==> src/rtl/icache_direct.sv <==
// Direct-mapped read-only instruction cache: same-cycle hits and 4-word line fills from a multi-cycle memory.
// Optional hit/miss statistics counters are enabled with the ICACHE_STATS_EN macro.
module icache_direct #(
    parameter int LINES = 4
) (
    input  logic        clk,
    input  logic        reset,
    input  logic        i_readC,
    input  logic [15:0] i_address,
    output logic [15:0] i_data,
    output logic        i_ready,
    input  logic        flush_all,
    output logic        mem_read,
    output logic [15:0] mem_address,
    input  logic [63:0] mem_data,
    input  logic        mem_ack,
    output logic [15:0] hit_count,
    output logic [15:0] miss_count
);
    localparam int INDEX_W = $clog2(LINES);
    localparam int TAG_W   = 14 - INDEX_W;

    typedef enum logic [1:0] {S_IDLE, S_MISS, S_FILL} state_t;

    state_t state, state_nx;

    logic [LINES-1:0]   valid;
    logic [TAG_W-1:0]   tag_mem  [LINES];
    logic [63:0]        data_mem [LINES];
    logic               discard;

    logic [63:0]        fill_data_p0;
    logic [TAG_W-1:0]   fill_tag_p0;
    logic [INDEX_W-1:0] fill_idx_p0;

    logic [TAG_W-1:0]   req_tag;
    logic [INDEX_W-1:0] req_idx;
    logic [1:0]         req_off;
    logic               hit;
    logic               miss_start;

    function automatic logic [15:0] sel_word(input logic [63:0] line, input logic [1:0] off);
        logic [15:0] w;
        case (off)
            2'd0:    w = line[15:0];
            2'd1:    w = line[31:16];
            2'd2:    w = line[47:32];
            default: w = line[63:48];
        endcase
        return w;
    endfunction

    assign req_tag    = i_address[15 -: TAG_W];
    assign req_idx    = i_address[2 +: INDEX_W];
    assign req_off    = i_address[1:0];
    assign hit        = i_readC & valid[req_idx] & (tag_mem[req_idx] == req_tag);
    assign miss_start = (state == S_IDLE) & i_readC & ~hit & ~flush_all;

    always_ff @(posedge clk) begin
        if (reset) state <= S_IDLE;
        else       state <= state_nx;
    end

    always_comb begin
        state_nx = state;
        case (state)
            S_IDLE: if (miss_start) state_nx = S_MISS;
            // A flushed fill still has to wait for its ack before memory is free again.
            S_MISS: if (mem_ack) state_nx = (discard | flush_all) ? S_IDLE : S_FILL;
            S_FILL: state_nx = S_IDLE;
            default: state_nx = S_IDLE;
        endcase
    end

    always_comb begin
        i_ready  = 1'b0;
        i_data   = 16'd0;
        mem_read = 1'b0;
        case (state)
            S_IDLE: begin
                if (hit & ~flush_all) begin
                    i_ready = 1'b1;
                    i_data  = sel_word(data_mem[req_idx], req_off);
                end
            end
            S_MISS:  mem_read = 1'b1;
            default: ;
        endcase
    end

    always_ff @(posedge clk) begin
        if (reset) begin
            valid       <= '0;
            discard     <= 1'b0;
            mem_address <= 16'd0;
        end else begin
            if (miss_start) begin
                mem_address <= {i_address[15:2], 2'b00};
                discard     <= 1'b0;
            end
            if (state == S_MISS && flush_all) discard <= 1'b1;
            if (flush_all)
                valid <= '0;
            else if (state == S_FILL)
                valid[fill_idx_p0] <= 1'b1;
        end
    end

    // Stage p0: capture returned line at ack; stage p1: write arrays in FILL
    always_ff @(posedge clk) begin
        if (state == S_MISS && mem_ack) begin
            fill_data_p0 <= mem_data;
            fill_tag_p0  <= mem_address[15 -: TAG_W];
            fill_idx_p0  <= mem_address[2 +: INDEX_W];
        end
        if (state == S_FILL) begin
            data_mem[fill_idx_p0] <= fill_data_p0;
            tag_mem[fill_idx_p0]  <= fill_tag_p0;
        end
    end

`ifdef ICACHE_STATS_EN
    function automatic logic [15:0] sat_inc(input logic [15:0] v);
        return (v == 16'hFFFF) ? v : v + 16'd1;
    endfunction

    always_ff @(posedge clk) begin
        if (reset) begin
            hit_count  <= 16'd0;
            miss_count <= 16'd0;
        end else begin
            if (i_readC & i_ready) hit_count  <= sat_inc(hit_count);
            if (miss_start)        miss_count <= sat_inc(miss_count);
        end
    end
`else
    assign hit_count  = 16'd0;
    assign miss_count = 16'd0;
`endif

endmodule

==> config.mk <==
export PLATFORM = sky130hd
export DESIGN_NAME = icache_direct
export DESIGN_NICKNAME = d
export VERILOG_FILES = /design/src/rtl/icache_direct.sv
export SDC_FILE = /design/constraint.sdc
export NUM_CORES = 1
export LEC_CHECK = 0
export ABC_AREA = 1
export ABC_CLOCK_PERIOD_IN_PS = 10100
export CAP_MARGIN = 5
export CORE_MARGIN = 4
export CORE_UTILIZATION = 45
export DETAILED_ROUTE_END_ITERATION = 7
export GPL_ROUTABILITY_DRIVEN = 0
export PLACE_DENSITY = 0.65
export SLEW_MARGIN = 20
export SYNTH_ARGS = -nofsm -noshare
export SYNTH_HDL_FRONTEND = slang
export SYNTH_SLANG_ARGS = --single-unit
export TNS_END_PERCENT = 20
==> constraint.sdc <==
create_clock -name clk -period 10.1 [get_ports clk]
set_input_delay 1.515 -clock clk [delete_from_list [all_inputs] [get_ports clk]]
set_output_delay 1.515 -clock clk [all_outputs]
set_load 0.01 [all_outputs]
[After elaboration in Yosys (flattened, before gate mapping)]
Memories as Yosys holds them, arrays and structs flattened.
Index checks and enable logic that the tools add are counted.
Operators by class
  $lt $le $gt $ge: 3
  equal/unequal tests: 7
  muxes and demuxes: 18
  bitwise gates (word level): 10
  reductions and logical operators: 8
Operators by type and width (count)
  one-hot mux 16 bit (3 select lines): 1
  two-way mux 16 bit: 2
  equality test 12 bit: 1
  two-way mux 1 bit: 9
  bitwise AND 1 bit: 6
  less-than comparator 2 x 3 -> 1 bit, second input constant: 2
  two-way mux 2 bit: 3
  equality test 2 x 1 -> 1 bit, second input constant: 2
  equality test 2 bit, second input constant: 2
  zero test 2 bit: 2
  != test 2 bit, second input constant: 2
  bitwise OR 4 bit: 1
  one-hot mux 2 bit (2 select lines): 1
  logical AND 1 bit: 3
  binary-select mux 1 bit (select 2 bit): 1
  demux 1 bit (select 2 bit): 1
  >= comparator 2 x 1 -> 1 bit, second input constant: 1
  NOT 1 bit: 2
  AND reduction 2 bit: 1
  nonzero test 2 bit: 1
  OR reduction 2 bit: 1
  bitwise OR 1 bit: 1
Storage, ports and cells
  register bits: 99
  bits in writable memories: 304
  input port bits: 85
  output and inout bits: 66
  memories: 2
Memory list
  data_mem: words 4, bits a word 64, rd ports 1, clocked after Yosys merged registers in 0, write ports 1, RTL line 29  | logic [63:0] data_mem [LINES];
  tag_mem: words 4, bits a word 12, rd ports 1, clocked after Yosys merged registers in 0, write ports 1, RTL line 28  | logic [TAG_W-1:0] tag_mem [LINES];

[Longest topological paths before layout]
  depth after elaboration: 9
  gate-level depth with buffers: 16
  mapped depth without buffers: 13

[Least setup slack after synthesis]
No wires, ideal clock.
  kind: reg-to-reg
  start: register fill_idx_p0[0]
  end: memory data_mem[0][0] (enable)
  arrival time: 5.668 ns
  data required time: 9.494 ns
  path slack: 3.827 ns
  stages on the path, launching flop included: 2
  path buffers: 0
  period minus slack after synthesis: 6.273 ns
  path through: edfxtp_1 -> nor3_1
RTL lines
  start: declaration: RTL line 34  | logic [INDEX_W-1:0] fill_idx_p0;
  start signal: assignment: RTL line 114  | fill_idx_p0 <= mem_address[2 +: INDEX_W];
  end: declaration: RTL line 29
Straight into the memory's write port.

[Worst setup path in the final report]
  start: input i_address[3]
  end: output i_data[9]
On the way
  word-level cells in the longest chain between the ends: 7
  elaborated cells between the ends (all ways): 11
  classes of those cells: eq/ne: 1; mux: 5; bitwise: 3; memory: 2
Ends and longest elaborated chain
  start: declaration: RTL line 9  | input logic [15:0] i_address,
  branches (longest 5 deep; another with memory read (4 x 12 bit))
  two-way mux 16 bit (*): RTL line 81  | if (hit & ~flush_all) begin
  two-way mux 16 bit (*): RTL line 79  | case (state)
  end: declaration: RTL line 10  | output logic [15:0] i_data,
Mark *: on every way between the ends. The select of a mux whose other input is x is not followed.

==> reports/qor.txt <==
result of the run: completed
nature of the critical path endpoint: output port
part of the cycle the worst path needs: 0.6403
antenna fix cells: 0
most area-consuming cells after synthesis: sky130_fd_sc_hd__edfxtp_1 73%, sky130_fd_sc_hd__o21ai_0 4.4%, sky130_fd_sc_hd__nand2_1 4.0%, sky130_fd_sc_hd__nor2_1 3.7%, sky130_fd_sc_hd__dfxtp_1 2.7%
cells after synthesis: 1,201
dominant delay contributor by cell family on the critical path: buffers and inverters
count of flip-flops with a built-in enable after synthesis: 382
achievable clock frequency: 154.6 MHz
leftover overflow at the end of global routing: 0
wire length of the first global-routing pass: 53.47 mm
clk sinks: 403
worst-path maximum fanout: 76
Total Die Area: 37,810 um2
kind of critical path: primary input to output port
total number of placement rows: 68
Worst R2R Start: tag_mem[3][0]
GR Util All Layers: 0.1793
CP Launch Type: primary input
delay contributed by the slowest stage of the critical path: 0.64 ns
slew at the pin with the worst max-slew slack: 1.039 ns
highest-count cells in the layout ignoring fill and taps: 382 x sky130_fd_sc_hd__edfxtp_1, 168 x sky130_fd_sc_hd__nand2_1, 152 x sky130_fd_sc_hd__nor2_1
Chip Width: 194.5 um
endpoint required time on the critical path: 8.59 ns
total of buffers placed on input and output ports: 116
arrival time of the worst setup path: 4.95 ns
fraction of post-synthesis cell area in the top cell type by area: 0.7333
Cell variety after synth: 29
Reg2Reg Depth: 12
combined buffer and inverter count along the critical path: 4
proportion of synthesized area in mux cells: 0
origin of the worst min-delay path: discard
detailed-placement wirelength estimate: 20.33 mm
count of max-cap constraint violations: 0
ordered list of cells on the worst path: buf_4, clkinv_2, buf_4, nand3_1, nand2_1, xor2_1, nand3b_1, nor3_2, nand3b_4, nor2_1, clkdlybuf4s50_1
final max-slew violation count: 0
final worst clock skew: 0.02602 ns
post-DR wirelength/cell: 19.16 um
FFs w/ async S/R, synth: 0
Hold Buf Count CTS: 0
layout cells sized above 1: 0.07504
worst setup slack after placement: 3.626 ns
xor/xnor share of the synthesized area: 0.001120
Syn. warnings: 0
maximum number of pins on one net before global-route repair: 111
post-synthesis simple-gate area fraction: 0.1133
Vias: 9,459
TritonCTS clock tree: done
# setup viols final: 0
Clock Latency Late Sink: 0.55 ns
Die Span Y: 194.5 um
maximum VDD drop: 0.1257 mV
number of gates resized after CTS: 0
most common cell after layout, fill and taps aside: sky130_fd_sc_hd__edfxtp_1
post-synthesis sequential element count: 403
buffer type at the clock tree root: sky130_fd_sc_hd__clkbuf_16
number of buffers inserted during clock tree synthesis: 42
final instance count without filler cells: 1,801
first-pass detailed-route iteration total: 5
vias in the first global route: 9,407
number of antenna violations at the first check in global routing: 0
register area: 11,890 um2
power density over cell area: 191.7 nW/um2
dominant combinational cell family by area after synthesis: simple AND/OR/NAND/NOR gates
RSZ-0062 raised after global routing: no
setup slack, reg-to-reg: 7.85 ns
number of placed instances with taps included: 1,723
DRC violations left: 0
sequential-to-total area share from yosys stat: 0.7601
Slew HR: 0.3055
depth of the CTS H-tree: 2
Filler Cells Inserted: 2,887
final layout net count: 1,398
Core Region: 34,460 um2
final total negative setup slack: 0 ns
area fraction in compound gates after synthesis: 0.07854
clock edge transition at the registers on the reported setup and hold paths: 0.06 ns
total area of multi-input combinational cells: 3177 um2
Routed Wire Length: 34.51 mm
post-synthesis share of cell area spent on full adders, half adders and majority gates: 0
Worst Hold Endpoint: state[1]
Synth Cell Area: 15,640 um2
Top-Level Pins: 151
cell seen most often among critical-path stages: sky130_fd_sc_hd__buf_4
worst hold path cell count: 1
minimum period implied by the final worst setup slack: 6.467 ns
endpoint of the most critical register-to-register path: mem_address[2]
worst min-delay path category: flip-flop to flip-flop
number of DRC markers after the initial detailed-route iteration: 680
Leakage: 6.373 nW
number of post-CTS setup repair buffers: 0
final hold violation count: 0
primary flip-flop cell chosen by synthesis mapping: sky130_fd_sc_hd__edfxtp_1
residual antenna-violating net count after detailed routing: 0
Syn Area/Cell: 13.03 um2
setup slack after layout: 3.633 ns
Max Root-Sink Buffers: 3
Worst path slowest cell: sky130_fd_sc_hd__buf_4
Syn-to-layout area delta: 18.00%
cell type contributing the most total cell area after synthesis: sky130_fd_sc_hd__edfxtp_1
number of vias per cell after detailed routing: 5.252
starting density of the core: 0.4540
==> sequential cells by signal, summed over array words and instances, names as in the netlist <==
| signal | flops |
|---|---|
| data_mem | 256 |
| discard | 1 |
| fill_data_p0 | 64 |
| fill_idx_p0 | 2 |
| fill_tag_p0 | 12 |
| mem_address | 14 |
| state | 2 |
| tag_mem | 48 |
| valid | 4 |
==> cells in the mapped netlist (7+ instances only) <==
cell type,n
sky130_fd_sc_hd__nand2_1,168
sky130_fd_sc_hd__o21ai_0,138
sky130_fd_sc_hd__nand3_1,80
sky130_fd_sc_hd__a22oi_1,7
sky130_fd_sc_hd__clkbuf_1,42
sky130_fd_sc_hd__nor2_1,154
sky130_fd_sc_hd__buf_2,10
sky130_fd_sc_hd__inv_1,40
sky130_fd_sc_hd__dfxtp_1,21
sky130_fd_sc_hd__buf_6,7
sky130_fd_sc_hd__edfxtp_1,382
sky130_fd_sc_hd__o22ai_1,39
sky130_fd_sc_hd__a21oi_1,43
sky130_fd_sc_hd__buf_4,36
==> how the worst max path moves through the flow <==
stage                                 to           start  slack, ns  cells after the start
after floorplan           data_mem[0][0]  fill_idx_p0[0]       3.83                      1
after global placement        i_data[13]    i_address[3]       3.74                     11
after detailed placement       i_data[9]    i_address[3]       3.63                     11
after CTS                      i_data[9]    i_address[3]       3.61                     11
after global routing           i_data[6]    i_address[3]       3.36                     11
final                          i_data[9]    i_address[3]       3.63                     11
==> report_power, final <==
part,internal [mW],switching (mW),leakage [nW]
clock network,0.892,0.619,0.662
registers,1.83,0.0119,3.62
logic,0.0718,0.113,2.09
==> kinds of logic after synthesis <==
kind of cell,Yosys count
buffers and inverters,141
flip-flops,403
XOR/XNOR,2
AND/OR/NAND/NOR,424
AO/OA/AOI/OAI,230
other,1
==> per-layer routing <==
metal	track usage	part of all wire	up-vias
met2	0.2830	0.47	353
li1	-	-	4468
met4	0.07786	0.043	0
met1	0.2474	0.42	4565
met5	0	0	-
met3	0.03068	0.068	73
==> final cells by class <==
class,count,area share
tap,455,0.03084
multi-input combinational,690,0.1721
sequential,403,0.6442
clock buffer,48,0.05815
timing repair buffer,133,0.07083
clock inverter,29,0.01498
inverter,43,0.008947
==> stage by stage <==
step | hold WS, ns | power, mW | util | cell area, um2
floorplan | 0.3935 | 1.988 | - | 15770
global placement | 0.4042 | 2.061 | 0.4956 | 17080
detailed placement | 0.4121 | 2.063 | 0.4956 | 17080
CTS | 0.4203 | 3.572 | 0.5348 | 18430
global route | 0.4346 | 3.658 | 0.5357 | 18460
finish | 0.4193 | 3.540 | 0.5357 | 18460
Power figures use the tool's default switching activity.
==> RTL edit (config.mk and constraints unchanged) <==
Change the parameter `LINES` from 4 to 8.
--- a/src/rtl/icache_direct.sv
+++ b/src/rtl/icache_direct.sv
@@ -3,3 +3,3 @@
 module icache_direct #(
-    parameter int LINES = 4
+    parameter int LINES = 8
 ) (
Check against the original RTL: not equivalent (a bounded check fails within 10 cycles, from zero or initial values and one cycle with reset high).
==> RTL edit against the original RTL <==
Power rose by 73%. Die area up 72%. Synthesized cell count grew 74%. Synthesized area rose by 76%. Sequential cell count increased by 300. Final area up 71%. Combinational power grew 57%. Worst setup slack lost 0.39 ns. Wire length up 93%. Global-route usage up 1.9 points. Highest routed layer unchanged.
==> RTL edit: results (changes against the original RTL) <==
Peak VDD IR 0.132 mV (+5.2%); initial antenna violation count 1 (+1); Largest stage delay, worst path 0.91 ns (+0.27 ns); top cells by count, synth 678 x edfxtp_1, 285 x nor2_1, 272 x nand2_1; global-route wire length before repair 100000 µm (+87%); synth top area cells edfxtp_1 74%, nor2_1 3.9%, o21ai_0 3.8%, nand2_1 3.7%, nand3_1 2.1%; placed cells 2886 (+67%); sequential element share of the synthesized area 0.758 (-0.00235); fraction of layout cells with a size suffix above 1 0.0662 (-0.00885); Arr. time, crit path 5.34 ns (+0.39 ns); dpl hpwl 34800 µm (+71%); via count 16.9k (+79%); CTS Buf Count 72 (+71%); Final Skew 0.0167 ns (-0.00935 ns); pre-CTS WS 3.24 ns (-0.384 ns); Leakage 10.6 nW (+66%); worst-path fanout max 114 (+50%); wire per inst 22.0 µm (+15%); Layout Nets 2263 (+62%); post-synth cell types 28 (-3.4%); Total GRT Usage 0.198 (+0.0189); Largest regs data_mem x512, tag_mem x88, fill_data_p0 x64; Sw Pwr 1.28 mW (+73%); Post-Synthesis Cells 2091 (+74%); status finished, final reports clean; largest net degree at the start of global routing 137 (+23%); vias per cell 5.60 (+6.7%); EDFF count, synth 678 (+77%); Rel. slew slack 0.253 (-0.0523); initial DRC count 1782 (+160%); clock latency on the worst-skew pair 0.61 ns (+0.06 ns)
==> RTL edit: per-stage QoR <==
step	cell area, µm²	power, mW
2_1_floorplan	27700	3.44
3_3_place_gp	29200	3.55
3_5_place_dp	29200	3.56
4_1_cts	31600	6.16
5_1_grt	31600	6.31
6_report	31600	6.11
==> RTL edit: metal layers <==
| metal | vias up | GRT usage | share of wire | wire length, µm |
|---|---|---|---|---|
| li1 | 7742 | - | - | - |
| met1 | 8363 | 0.274 | 0.42 | 28000 |
| met2 | 695 | 0.316 | 0.48 | 31700 |
| met3 | 114 | 0.0353 | 0.073 | 4860 |
| met4 | 0 | 0.0758 | 0.030 | 2000 |
| met5 | - | 0 | 0 | 0 |
==> RTL edit: worst max-delay path, delay by kind of cell <==
family | cells | cell delay [ns]
buffers and inverters | 5 | 2.53
AND/OR/NAND/NOR | 11 | 1.20
==> RTL edit: final timing paths <==
kind | end | cells past startpoint | slack, ns | start
setup / recovery | i_data[3] | 16 | 3.25 | i_address[2]
hold / removal | state[1]$_SDFFE_PP0P_ | 1 | 0.42 | discard$_SDFFE_PP0P_
setup reg to reg | data_mem[3][61]$_DFFE_PP_ | 7 | 7.10 | state[1]$_SDFFE_PP0P_
hold reg to reg | state[1]$_SDFFE_PP0P_ | 1 | 0.42 | discard$_SDFFE_PP0P_
==> RTL edit: logic make-up (layout without fill, tap and decap cells) <==
kind of cell,count (synthesis),in the layout,share of synthesized area
AND/OR/NAND/NOR,676,676,0.0981
other,1,34,0.000136
AO/OA/AOI/OAI,448,448,0.0990
flip-flops,703,703,0.758
buffers and inverters,263,375,0.0450
==> RTL edit: final cells by class <==
cell class | instances | area [µm²]
fillers | 4908 | 28900
clock inverters | 39 | 315
multi-input cells | 1158 | 5630
clock buffers | 93 | 2020
inverters | 100 | 385
repair buffers | 143 | 1360
flip-flops and latches | 703 | 20900
well taps | 782 | 978
==> RTL edit: power by group through the flow <==
stage / sequential [mW] / clock [mW] / combinational, mW
floorplan: 3.26 / 0 / 0.183
CTS: 3.20 / 2.66 / 0.290
finish: 3.20 / 2.61 / 0.290
global placement: 3.27 / 0 / 0.283
detailed placement: 3.27 / 0 / 0.289
global route: 3.21 / 2.79 / 0.317
